### src/rtl/if_fetch_unit.sv
// Instruction fetch unit: owns the PC, fetches over a req/ack memory port and feeds IF/ID.
// Optional wait-cycle performance counter enabled by defining IFU_PERF_CNT_EN.
module if_fetch_unit #(
    parameter int unsigned       PCSIZE   = 32,
    parameter int unsigned       ISTRSIZE = 32,
    parameter logic [PCSIZE-1:0] RESET_PC = '0
) (
    input  logic                clk,
    input  logic                r_n,
    input  logic                stall,
    input  logic                redirect,
    input  logic [PCSIZE-1:0]   redirect_pc,
    output logic                imem_req_o,
    output logic [PCSIZE-1:0]   imem_addr_o,
    input  logic                imem_ack_i,
    input  logic [ISTRSIZE-1:0] imem_rdata_i,
    output logic [ISTRSIZE-1:0] IF_instr_o,
    output logic [PCSIZE-1:0]   IF_pc_o,
    output logic                IF_valid_o
`ifdef IFU_PERF_CNT_EN
    ,
    output logic [31:0]         perf_wait_cnt_o
`endif
);

    typedef enum logic [1:0] {
        ST_REQ,
        ST_DRAIN,
        ST_HOLD
    } state_e;

    state_e              state_q, state_d;
    logic [PCSIZE-1:0]   pc_q, pc_d;
    logic [PCSIZE-1:0]   req_addr_q, req_addr_d;
    logic [ISTRSIZE-1:0] o_instr_q, o_instr_d;
    logic [PCSIZE-1:0]   o_pc_q, o_pc_d;
    logic                o_valid_q, o_valid_d;
    logic [ISTRSIZE-1:0] s_instr_q, s_instr_d;
    logic [PCSIZE-1:0]   s_pc_q, s_pc_d;
    logic                s_full_q, s_full_d;
    logic                consume;
    logic                ack_acc;

    assign consume     = !stall;
    // Gated by r_n so the request drops the instant reset asserts.
    assign imem_req_o  = r_n && (state_q != ST_HOLD);
    assign imem_addr_o = req_addr_q;
    assign ack_acc     = imem_req_o && imem_ack_i;

    assign IF_instr_o  = o_instr_q;
    assign IF_pc_o     = o_pc_q;
    assign IF_valid_o  = o_valid_q;

    always_comb begin
        state_d    = state_q;
        pc_d       = pc_q;
        req_addr_d = req_addr_q;
        o_instr_d  = o_instr_q;
        o_pc_d     = o_pc_q;
        o_valid_d  = o_valid_q;
        s_instr_d  = s_instr_q;
        s_pc_d     = s_pc_q;
        s_full_d   = s_full_q;

        if (consume) begin
            if (s_full_q) begin
                o_instr_d = s_instr_q;
                o_pc_d    = s_pc_q;
                o_valid_d = 1'b1;
                s_full_d  = 1'b0;
            end else begin
                o_instr_d = '0;
                o_pc_d    = '0;
                o_valid_d = 1'b0;
            end
        end

        case (state_q)
            ST_REQ: begin
                if (ack_acc) begin
                    pc_d       = pc_q + PCSIZE'(4);
                    req_addr_d = pc_q + PCSIZE'(4);
                    if (!o_valid_q || consume) begin
                        o_instr_d = imem_rdata_i;
                        o_pc_d    = pc_q;
                        o_valid_d = 1'b1;
                    end else begin
                        s_instr_d = imem_rdata_i;
                        s_pc_d    = pc_q;
                        s_full_d  = 1'b1;
                        state_d   = ST_HOLD;
                    end
                end
            end
            ST_DRAIN: begin
                // Response to the pre-redirect address: drop it and refetch from pc.
                if (ack_acc) begin
                    req_addr_d = pc_q;
                    state_d    = ST_REQ;
                end
            end
            ST_HOLD: begin
                if (consume) begin
                    state_d = ST_REQ;
                end
            end
            default: state_d = ST_REQ;
        endcase

        if (redirect) begin
            pc_d      = redirect_pc;
            o_instr_d = '0;
            o_pc_d    = '0;
            o_valid_d = 1'b0;
            s_instr_d = '0;
            s_pc_d    = '0;
            s_full_d  = 1'b0;
            if (state_q == ST_HOLD || ack_acc) begin
                req_addr_d = redirect_pc;
                state_d    = ST_REQ;
            end else begin
                // Outstanding request must complete before the new target is issued.
                req_addr_d = req_addr_q;
                state_d    = ST_DRAIN;
            end
        end
    end

    always_ff @(posedge clk or negedge r_n) begin
        if (!r_n) begin
            state_q    <= ST_REQ;
            pc_q       <= RESET_PC;
            req_addr_q <= RESET_PC;
            o_instr_q  <= '0;
            o_pc_q     <= '0;
            o_valid_q  <= 1'b0;
            s_instr_q  <= '0;
            s_pc_q     <= '0;
            s_full_q   <= 1'b0;
        end else begin
            state_q    <= state_d;
            pc_q       <= pc_d;
            req_addr_q <= req_addr_d;
            o_instr_q  <= o_instr_d;
            o_pc_q     <= o_pc_d;
            o_valid_q  <= o_valid_d;
            s_instr_q  <= s_instr_d;
            s_pc_q     <= s_pc_d;
            s_full_q   <= s_full_d;
        end
    end

`ifdef IFU_PERF_CNT_EN
    logic [31:0] perf_cnt_q, perf_cnt_d;

    always_comb begin
        perf_cnt_d = perf_cnt_q;
        if (imem_req_o && !imem_ack_i && (perf_cnt_q != 32'hFFFF_FFFF)) begin
            perf_cnt_d = perf_cnt_q + 32'd1;
        end
    end

    always_ff @(posedge clk or negedge r_n) begin
        if (!r_n) begin
            perf_cnt_q <= '0;
        end else begin
            perf_cnt_q <= perf_cnt_d;
        end
    end

    assign perf_wait_cnt_o = perf_cnt_q;
`endif

endmodule

### config.mk
export PLATFORM = sky130hd
export DESIGN_NAME = if_fetch_unit
export DESIGN_NICKNAME = d
export VERILOG_FILES = /design/src/rtl/if_fetch_unit.sv
export SDC_FILE = /design/constraint.sdc
export NUM_CORES = 1
export LEC_CHECK = 0
export BUFFER_PORTS_ARGS = -buffer_cell sky130_fd_sc_hd__buf_2
export CORE_MARGIN = 4
export CORE_UTILIZATION = 50
export CTS_CLUSTER_SIZE = 20
export DETAILED_ROUTE_END_ITERATION = 8
export PLACE_DENSITY = 0.77
export SYNTH_ARGS = -nofsm -noshare
export SYNTH_HDL_FRONTEND = slang
export SYNTH_SLANG_ARGS = --single-unit
### constraint.sdc
create_clock -name clk -period 4.9 [get_ports clk]
set_clock_uncertainty 0.1 [all_clocks]
set_input_delay 0.245 -clock clk [delete_from_list [all_inputs] [get_ports clk]]
set_output_delay 0.245 -clock clk [all_outputs]
set_load 0.03 [all_outputs]
Yosys cells after proc, flatten, opt, wreduce, memory -nomap -nowiden. Cells that the tools add are included.

Memory bits (writable): 0. Bits in read-only memories: 0. Memories: 0. Logic and storage cells: 78. Bits in latches: 0. Output and inout bits: 98. Bits in registers: 196.

Add/subtract/negate cells: 1. Multipliers: 0. $lt $le $gt $ge: 0. Shifts and indexed selects: 0. Mux-type cells: 45. Reductions and logical operators: 14. Divide/modulo/power cells: 0. Eq/ne operators: 9. Bitwise gates (word level): 0.

Operators by type and width (number): 2-to-1 mux 32 bit (26); one-hot mux 32 bit (2 select lines) (1); adder 32 x 3 -> 32 bit, second input constant (1); 2-to-1 mux 1 bit (12); != test 3 bit, second input constant (4); 2-to-1 mux 2 bit (5); AND reduction 4 bit (2); one-hot mux 2 bit (3 select lines) (1); != test 2 bit, second input constant (2); nonzero test 2 bit (2); AND reduction 3 bit (1); nonzero test 3 bit (1); equality test 2 x 1 -> 1 bit, second input constant (1); equality test 2 bit, second input constant (1); logical AND 1 bit (2); zero test 1 bit (2); zero test 2 bit (1); logical OR 1 bit (2); != test 2 x 1 -> 1 bit, second input constant (1); AND reduction 2 bit (1).

Depth between registers and ports, before layout. Gate-level depths: netlist of the first run.

Word-level depth: 6. Gate-level depth with buffers: 9. Mapped depth without buffers: 6.

Worst setup path before layout of the first run. Ideal clock, no wire load.

Path type: register to register. Start point: reg pc_q[3]. End point: reg pc_q[24]. Arrival: 1772 ps. Period minus slack after synthesis: 1997 ps. Slack: 2903 ps. Data required time: 4675 ps. Stages on the path, launching flop included: 7. Buffers on the path: 0. Setup time: 125 ps. Cells stage by stage: dfrtp_1 > ha_1 > nand3_2 > nor4_4 > nand3_1 > xnor2_1 > mux2_2.

Word-level cells in the longest chain between the ends: 4.

Ends and longest elaborated chain: start, declared (line 33) `logic [PCSIZE-1:0] pc_q, pc_d;`; start signal, assigned (line 142) `pc_q <= pc_d;`; adder 32 x 3 -> 32 bit (line 81) `pc_d = pc_q + PCSIZE'(4);`; 2-to-1 mux 32 bit (line 80) `if (ack_acc) begin`; 2-to-1 mux 32 bit (line 78) `case (state_q)`; 2-to-1 mux 32 bit (line 110) `if (redirect) begin`.

No other way between the ends. The select of a mux whose other input is x is not followed. A chain may end at the register's enable or synchronous reset.

Final worst setup path of the first run.
Start point: in r_n. End point: reg s_instr_q[8].

Word-level cells in the longest chain between the ends: 4.

Ends and longest elaborated chain: start, declared (line 9) `input logic r_n,`; logical AND 1 bit (line 46) `assign imem_req_o = r_n && (state_q != ST_HOLD);`; logical AND 1 bit (line 48) `assign ack_acc = imem_req_o && imem_ack_i;`; nonzero test 2 bit (no line); AND reduction 3 bit (no line); end signal, assigned (line 147) `s_instr_q <= s_instr_d;`; end, declared (line 38) `logic [ISTRSIZE-1:0] s_instr_q, s_instr_d;`.

No other way between the ends.

==> summary.md, run 1 <==
| Metric | Value |
|---|---|
| Run status | `finished, final reports clean` |
| Max clock buf depth | `2` |
| Commonest non-fill, non-tap cell in the layout | `dfrtp_1` |
| First-pass GRT wire length | `42600 um` |
| Non-filler cells, final | `1289` |
| Bufs and invs on worst path | `3` |
| Class of the most critical setup path | `primary input to flop` |
| Post-route core utilization | `62.5%` |
| Setup TNS | `0 ns` |
| Core ar. | `18000 um2` |
| Min-delay src | `redirect_pc[3]` |
| DRT iter0 DRCs | `943` |
| Crit end category | `flop` |
| Clock slew at reported path FFs | `0.07 ns` |
| CP delay by family, top | `buffers and inverters` |
| Max incr delay on CP | `0.57 ns` |
| Final WS setup | `1.92 ns` |
| Antenna violations before repair | `0` |
| Number of max-cap violations | `0` |
| Max IR drop VDD | `0.294 mV` |
| Pwr/cell area | `343 nW/um2` |
| RSZ-0062 raised after global routing | `false` |
| Worst slew margin | `37.6%` |
| Dpl hpwl | `16400 um` |
| Die area | `20500 um2` |
| Worst Tran Pin Value | `0.932 ns` |
| Leak Pwr | `5.12 nW` |
| TritonRoute pass-1 iters | `5` |
| Minimum clock period | `2.98 ns` |
| Final Cycle Share | `60.8%` |
| Cells after synthesis | `879` |
| Worst setup SP type | `primary input` |
| Die Y | `143 um` |
| Pre-CTS WS | `2.06 ns` |
| Post-synthesis sequential area ratio | `53.6%` |
| Met3 WL | `2260 um` |
| Die X | `143 um` |
| Largest fanout on the critical path | `72` |
| Rows | `49` |
| Vias per cell | `6.19` |
| Drt drc | `0` |
| Synthesized area per cell | `10.4 um2` |
| Power after layout | `3.85 mW` |
| CTS Buf Count | `17` |
| Vias | `7985` |
| Final Wtd Congestion | `0.829` |
| Post-route ant nets | `0` |
| WL final | `26400 um` |
| H-tree levels | `4` |
| IO buf count | `166` |
| Synth warn | `0` |
| Placed cell area | `10000 um2` |
| Min-delay worst type | `primary input to flop` |
| Number of global-route vias before repair | `7743` |
| Post-synth EDFFs | `0` |
| Clock sinks | `196` |
| Final Hold Viols | `0` |
| Crit path from | `r_n` |
| Final nets | `1119` |
| Fmax achieved | `336 MHz` |
| Yosys cell types | `56` |
| Worst R2R Start | `state_q[1]$_DFFE_PN0P_` |
| Final Max Tran Viols | `0` |
| Met1 Routed Length | `11200 um` |
| WP data required | `5.17 ns` |
| Total GRT Usage | `26.2%` |
| Placed insts | `1196` |
| CP Cell Sequence | `dlygate4sd3_1, clkbuf_8, and4bb_2, and3_2, buf_4, a22o_1` |
| Share of layout cells above drive strength 1 | `22.9%` |
| Area Growth Syn to Fin | `22.7%` |
| FF+latch count, synth | `196` |
| Clk_lat worst skew | `0.43 ns` |
| Gr ovfl total | `0` |
| Design area | `11200 um2` |
| I/O pin cnt | `167` |
| Most frequent cells in the layout | `dfrtp_1, buf_2, nor2_1` |
| CTS tree | `yes` |
| Final setup viols | `0` |
| Synthesized Nets | `949` |
| Initial Util | `50.9%` |
| Pin count of the biggest net entering global routing | `74` |
| WHS | `0.0191 ns` |
| Top Layer Used | `met4` |
| DR WL met2 | `12300 um` |
| Wire per inst | `20.5 um` |
| Slowest cell on crit path | `and3_2` |
| WP data arrival | `3.25 ns` |
| Clk root buf | `clkbuf_16` |
| Post-synth top flop | `dfrtp_1` |
| Mapped cell area | `9150 um2` |
| Asr flop ratio synth | `100%` |
-- routing by layer --
layer | vias up | GRT usage, %
met2 | 396 | 39.8
met5 | - | 0
li1 | 3575 | -
met1 | 3960 | 37.7
met4 | 0 | 8.97
met3 | 54 | 5.56
-- worst min-delay path, stage by stage --
cell and delay, ns:
buf_2 0.07, nor2_1 0.05, a31oi_1 0.14
-- final cells by class --
class	count	area (um2)
antenna	1	2.50
clock buffer	18	429
clock inverter	11	154
fill	1444	6740
inverter	4	15.0
multi-input combinational	587	3850
sequential	196	4900
tap	229	287
timing repair buffer	243	1580
-- power by group --
part	switching (mW)	internal [mW]	leakage [nW]
Sequential	0.107	1.71	2.58
Clock	0.622	0.801	0.284
Combinational	0.393	0.217	2.26
-- synth_stat cells (all sizes together), types with 2 or more instances --
library cell  instances  share of area [%]
o31ai                 3               0.25
nand2b                3               0.21
xnor2                26                2.5
dfrtp               196                 54
nor2                 90                3.8
nor3                 68                3.8
nor4                  5               0.57
a21o                  3               0.25
o22ai                 4               0.27
xor2                 29                2.8
mux2                 15                1.8
a21oi                15               0.82
o21ai                33                1.8
a21boi                3               0.25
nand3b                2               0.16
and4                  3               0.29
clkbuf               45                1.8
inv                   3               0.12
and2                  3               0.21
a221oi               67                6.4
nand3                26                1.5
nand4                23                1.9
a22oi                 8               0.71
a31oi                 8               0.62
a211oi                3               0.25
a22o                 64                6.1
o221a                 2               0.25
nand2                61                2.5
buf                  47                2.7
and3                  6               0.41
nor2b                 4               0.27
-- state kept, by name, summed over array words and instances (netlist names) --
register     cells
s_full_q         1
imem_addr_o     32
s_instr_q       32
state_q          2
IF_pc_o         32
IF_valid_o       1
s_pc_q          32
IF_instr_o      32
pc_q            32
-- logic make-up (layout without fill, tap and decap cells) --
kind of cell               after synthesis  after routing  share of synthesized area (%)
and+or+nand+nor                        298            298                           16.0
other                                    0              1                              0
DFF                                    196            196                           53.6
AOI/OAI and AO/OA                      217            217                           18.4
buffers and inverters                   96            276                           4.66
xor gates and xnor gates                55             55                           5.26
adders and majority gates                1              1                          0.137
muxes                                   16             16                           1.96
-- worst paths after layout --
kind                                                   end  slack, ns  depth (start not counted)
worst max-delay path              s_instr_q[8]$_DFFE_PN0P_       1.92                          6
worst min-delay path                   pc_q[3]$_DFFE_PN0P_       0.02                          3
worst max register to register    s_instr_q[8]$_DFFE_PN0P_       2.34                          4
worst min register to register  imem_addr_o[6]$_DFFE_PN0P_       0.37                          2
max in group asynchronous           s_pc_q[16]$_DFFE_PN0P_       3.11                          3
min in group asynchronous          IF_instr_o[2]$_DFF_PN0_       0.24                          2
-- timing repair --
item / CTS / global route
buffers inserted: 0 / 0
resized for setup: 0 / 0
hold buffers: 63 / 0
hold endpoints to repair: 155 / 0
No activity file was read; power rests on OpenSTA's default activity.
==> inputs of run 2 (changes only) <==
- clock period: 4.9 -> 2.95 ns (I/O delays scaled with it)
==> run 2 against run 1 <==
Against the previous run: count of clock-buffer cells in the layout rose by 3; final area increased by 1.5%; global-route usage shrank 0.26 points; first-iteration DRC count down 19%; register-to-register slack worse by 1.7 ns; combinational power increased by 69%; clock power grew 67%; final cell count rose by 0.93%; critical endpoint is now pc_q[18]$_DFFE_PN0P_; highest routed layer unchanged.
==> summary.md, run 2 (same netlist as run 1, synthesis figures left out) <==
| Metric | Value |
|---|---|
| Run status | `finished, final reports clean` |
| DRT iter0 DRCs | `760` |
| Antenna violations before repair | `0` |
| Class of the most critical setup path | `primary input to flop` |
| Fmax achieved | `427 MHz` |
| WL final | `26500 um` |
| Post-route core utilization | `63.4%` |
| WP data required | `3.17 ns` |
| Number of global-route vias before repair | `7833` |
| Initial Util | `50.9%` |
| Worst R2R Start | `state_q[1]$_DFFE_PN0P_` |
| Drt drc | `0` |
| Non-filler cells, final | `1301` |
| Core ar. | `18000 um2` |
| Bufs and invs on worst path | `3` |
| Gr ovfl total | `0` |
| Final setup viols | `0` |
| Final Hold Viols | `0` |
| CTS tree | `yes` |
| Vias per cell | `6.16` |
| Dpl hpwl | `17000 um` |
| Share of layout cells above drive strength 1 | `23.6%` |
| Pwr/cell area | `562 nW/um2` |
| Pre-CTS WS | `0.655 ns` |
| M3 GR Usage | `4.49%` |
| R2R cell count | `6` |
| Crit end category | `flop` |
| Final Max Tran Viols | `0` |
| Final Cycle Share | `79.4%` |
| Die X | `143 um` |
| Post-CTS sizing | `0` |
| R2r endpoint | `pc_q[18]$_DFFE_PN0P_` |
| I/O pin cnt | `167` |
| Pin count of the biggest net entering global routing | `183` |
| Slowest cell on crit path | `dlygate4sd3_1` |
| Gr busiest metal | `met2` |
| Worst slew margin | `36.0%` |
| Min-delay worst type | `primary input to flop` |
| Rows | `49` |
| Hold Path Sink | `pc_q[27]$_DFFE_PN0P_` |
| Setup TNS | `0 ns` |
| Minimum clock period | `2.34 ns` |
| Min-delay src | `redirect` |
| First-pass GRT wire length | `42400 um` |
| Die Y | `143 um` |
| Worst setup SP type | `primary input` |
| Placed insts | `1202` |
| Largest fanout on the critical path | `21` |
| Commonest non-fill, non-tap cell in the layout | `dfrtp_1` |
| WP data arrival | `2.56 ns` |
| Worst Tran Pin Value | `0.956 ns` |
| Max clock buf depth | `2` |
| Final nets | `1128` |
| Clock sinks | `196` |
| Most frequent cells in the layout | `dfrtp_1, buf_2, nor2_1` |
| Final Wtd Congestion | `0.871` |
| Total GRT Usage | `25.9%` |
| Number of max-cap violations | `0` |
| Met1 Use GR | `37.2%` |
| TritonRoute pass-1 iters | `5` |
| Clk root buf | `clkbuf_16` |
| Max incr delay on CP | `0.59 ns` |
| IO buf count | `166` |
| Leak Pwr | `5.20 nW` |
| Max IR drop VDD | `0.454 mV` |
| Clock slew at reported path FFs | `0.07 ns` |
| Final WS setup | `0.607 ns` |
| RSZ-0062 raised after global routing | `false` |
| H-tree levels | `4` |
| CTS Buf Count | `17` |
| Clk_lat worst skew | `0.43 ns` |
| Design area | `11400 um2` |
| CP delay by family, top | `buffers and inverters` |
| Hold Path Cell Cnt | `2` |
| Post-route ant nets | `0` |
| Die area | `20500 um2` |
| Vias | `8015` |
| Area Growth Syn to Fin | `24.5%` |
| Wire per inst | `20.4 um` |
| CP Cell Sequence | `dlygate4sd3_1, clkbuf_8, nand4bb_1, buf_4, nor4_4, nand3_1, xnor2_1, mux2_2` |
| Placed cell area | `10100 um2` |
| Global routing usage on met2 | `40.4%` |
| Flop2flop setup slack | `0.63 ns` |
run 2: stage by stage:
step	total power, mW	hold slack [ns]
after floorplan	3.64	-0.248
after global placement	4.00	-0.0789
after detailed placement	4.01	-0.0765
after CTS	6.43	0.0213
after global routing	6.66	0.0483
final	6.41	0.0306
run 2: area by class of cell:
cell class / count / area (um2)
inverters: 4 / 15.0
clock buffers: 21 / 480
clock inverters: 11 / 125
fillers: 1407 / 6570
flip-flops and latches: 196 / 4900
diodes: 1 / 2.50
multi-input cells: 587 / 3850
well taps: 229 / 287
repair buffers: 252 / 1730
run 2: how the worst max path moves through the flow:
| stage | from | to | slack [ns] | depth (start not counted) |
|---|---|---|---|---|
| 2_1_floorplan | pc_q[3]$_DFFE_PN0P_ | pc_q[24]$_DFFE_PN0P_ | 0.95 | 6 |
| 3_3_place_gp | state_q[1]$_DFFE_PN0P_ | pc_q[24]$_DFFE_PN0P_ | 0.68 | 6 |
| 3_5_place_dp | state_q[1]$_DFFE_PN0P_ | pc_q[18]$_DFFE_PN0P_ | 0.65 | 6 |
| 4_1_cts | r_n | pc_q[18]$_DFFE_PN0P_ | 0.63 | 8 |
| 5_1_grt | pc_q[2]$_DFFE_PN0P_ | pc_q[16]$_DFFE_PN0P_ | 0.47 | 6 |
| 6_report | r_n | pc_q[18]$_DFFE_PN0P_ | 0.61 | 8 |
run 2: what timing repair did:
action	CTS	global route
hold buffers	66	0
endpoints found under the hold margin	133	0
setup buffers	0	0
endpoints found under the setup margin	0	0
run 2: per-layer routing:
metal	vias to the layer above	routed length, um
li1	3589	-
met1	4013	11400
met2	370	12700
met3	43	1890
met4	0	563
met5	-	0
run 2: power by group:
part	total [mW]	internal (mW)	switching, mW	leakage [nW]
Clock	2.37	1.34	1.02	0.295
Sequential	3.01	2.84	0.179	2.58
Combinational	1.03	0.375	0.653	2.33
Total	6.41	4.55	1.86	5.20
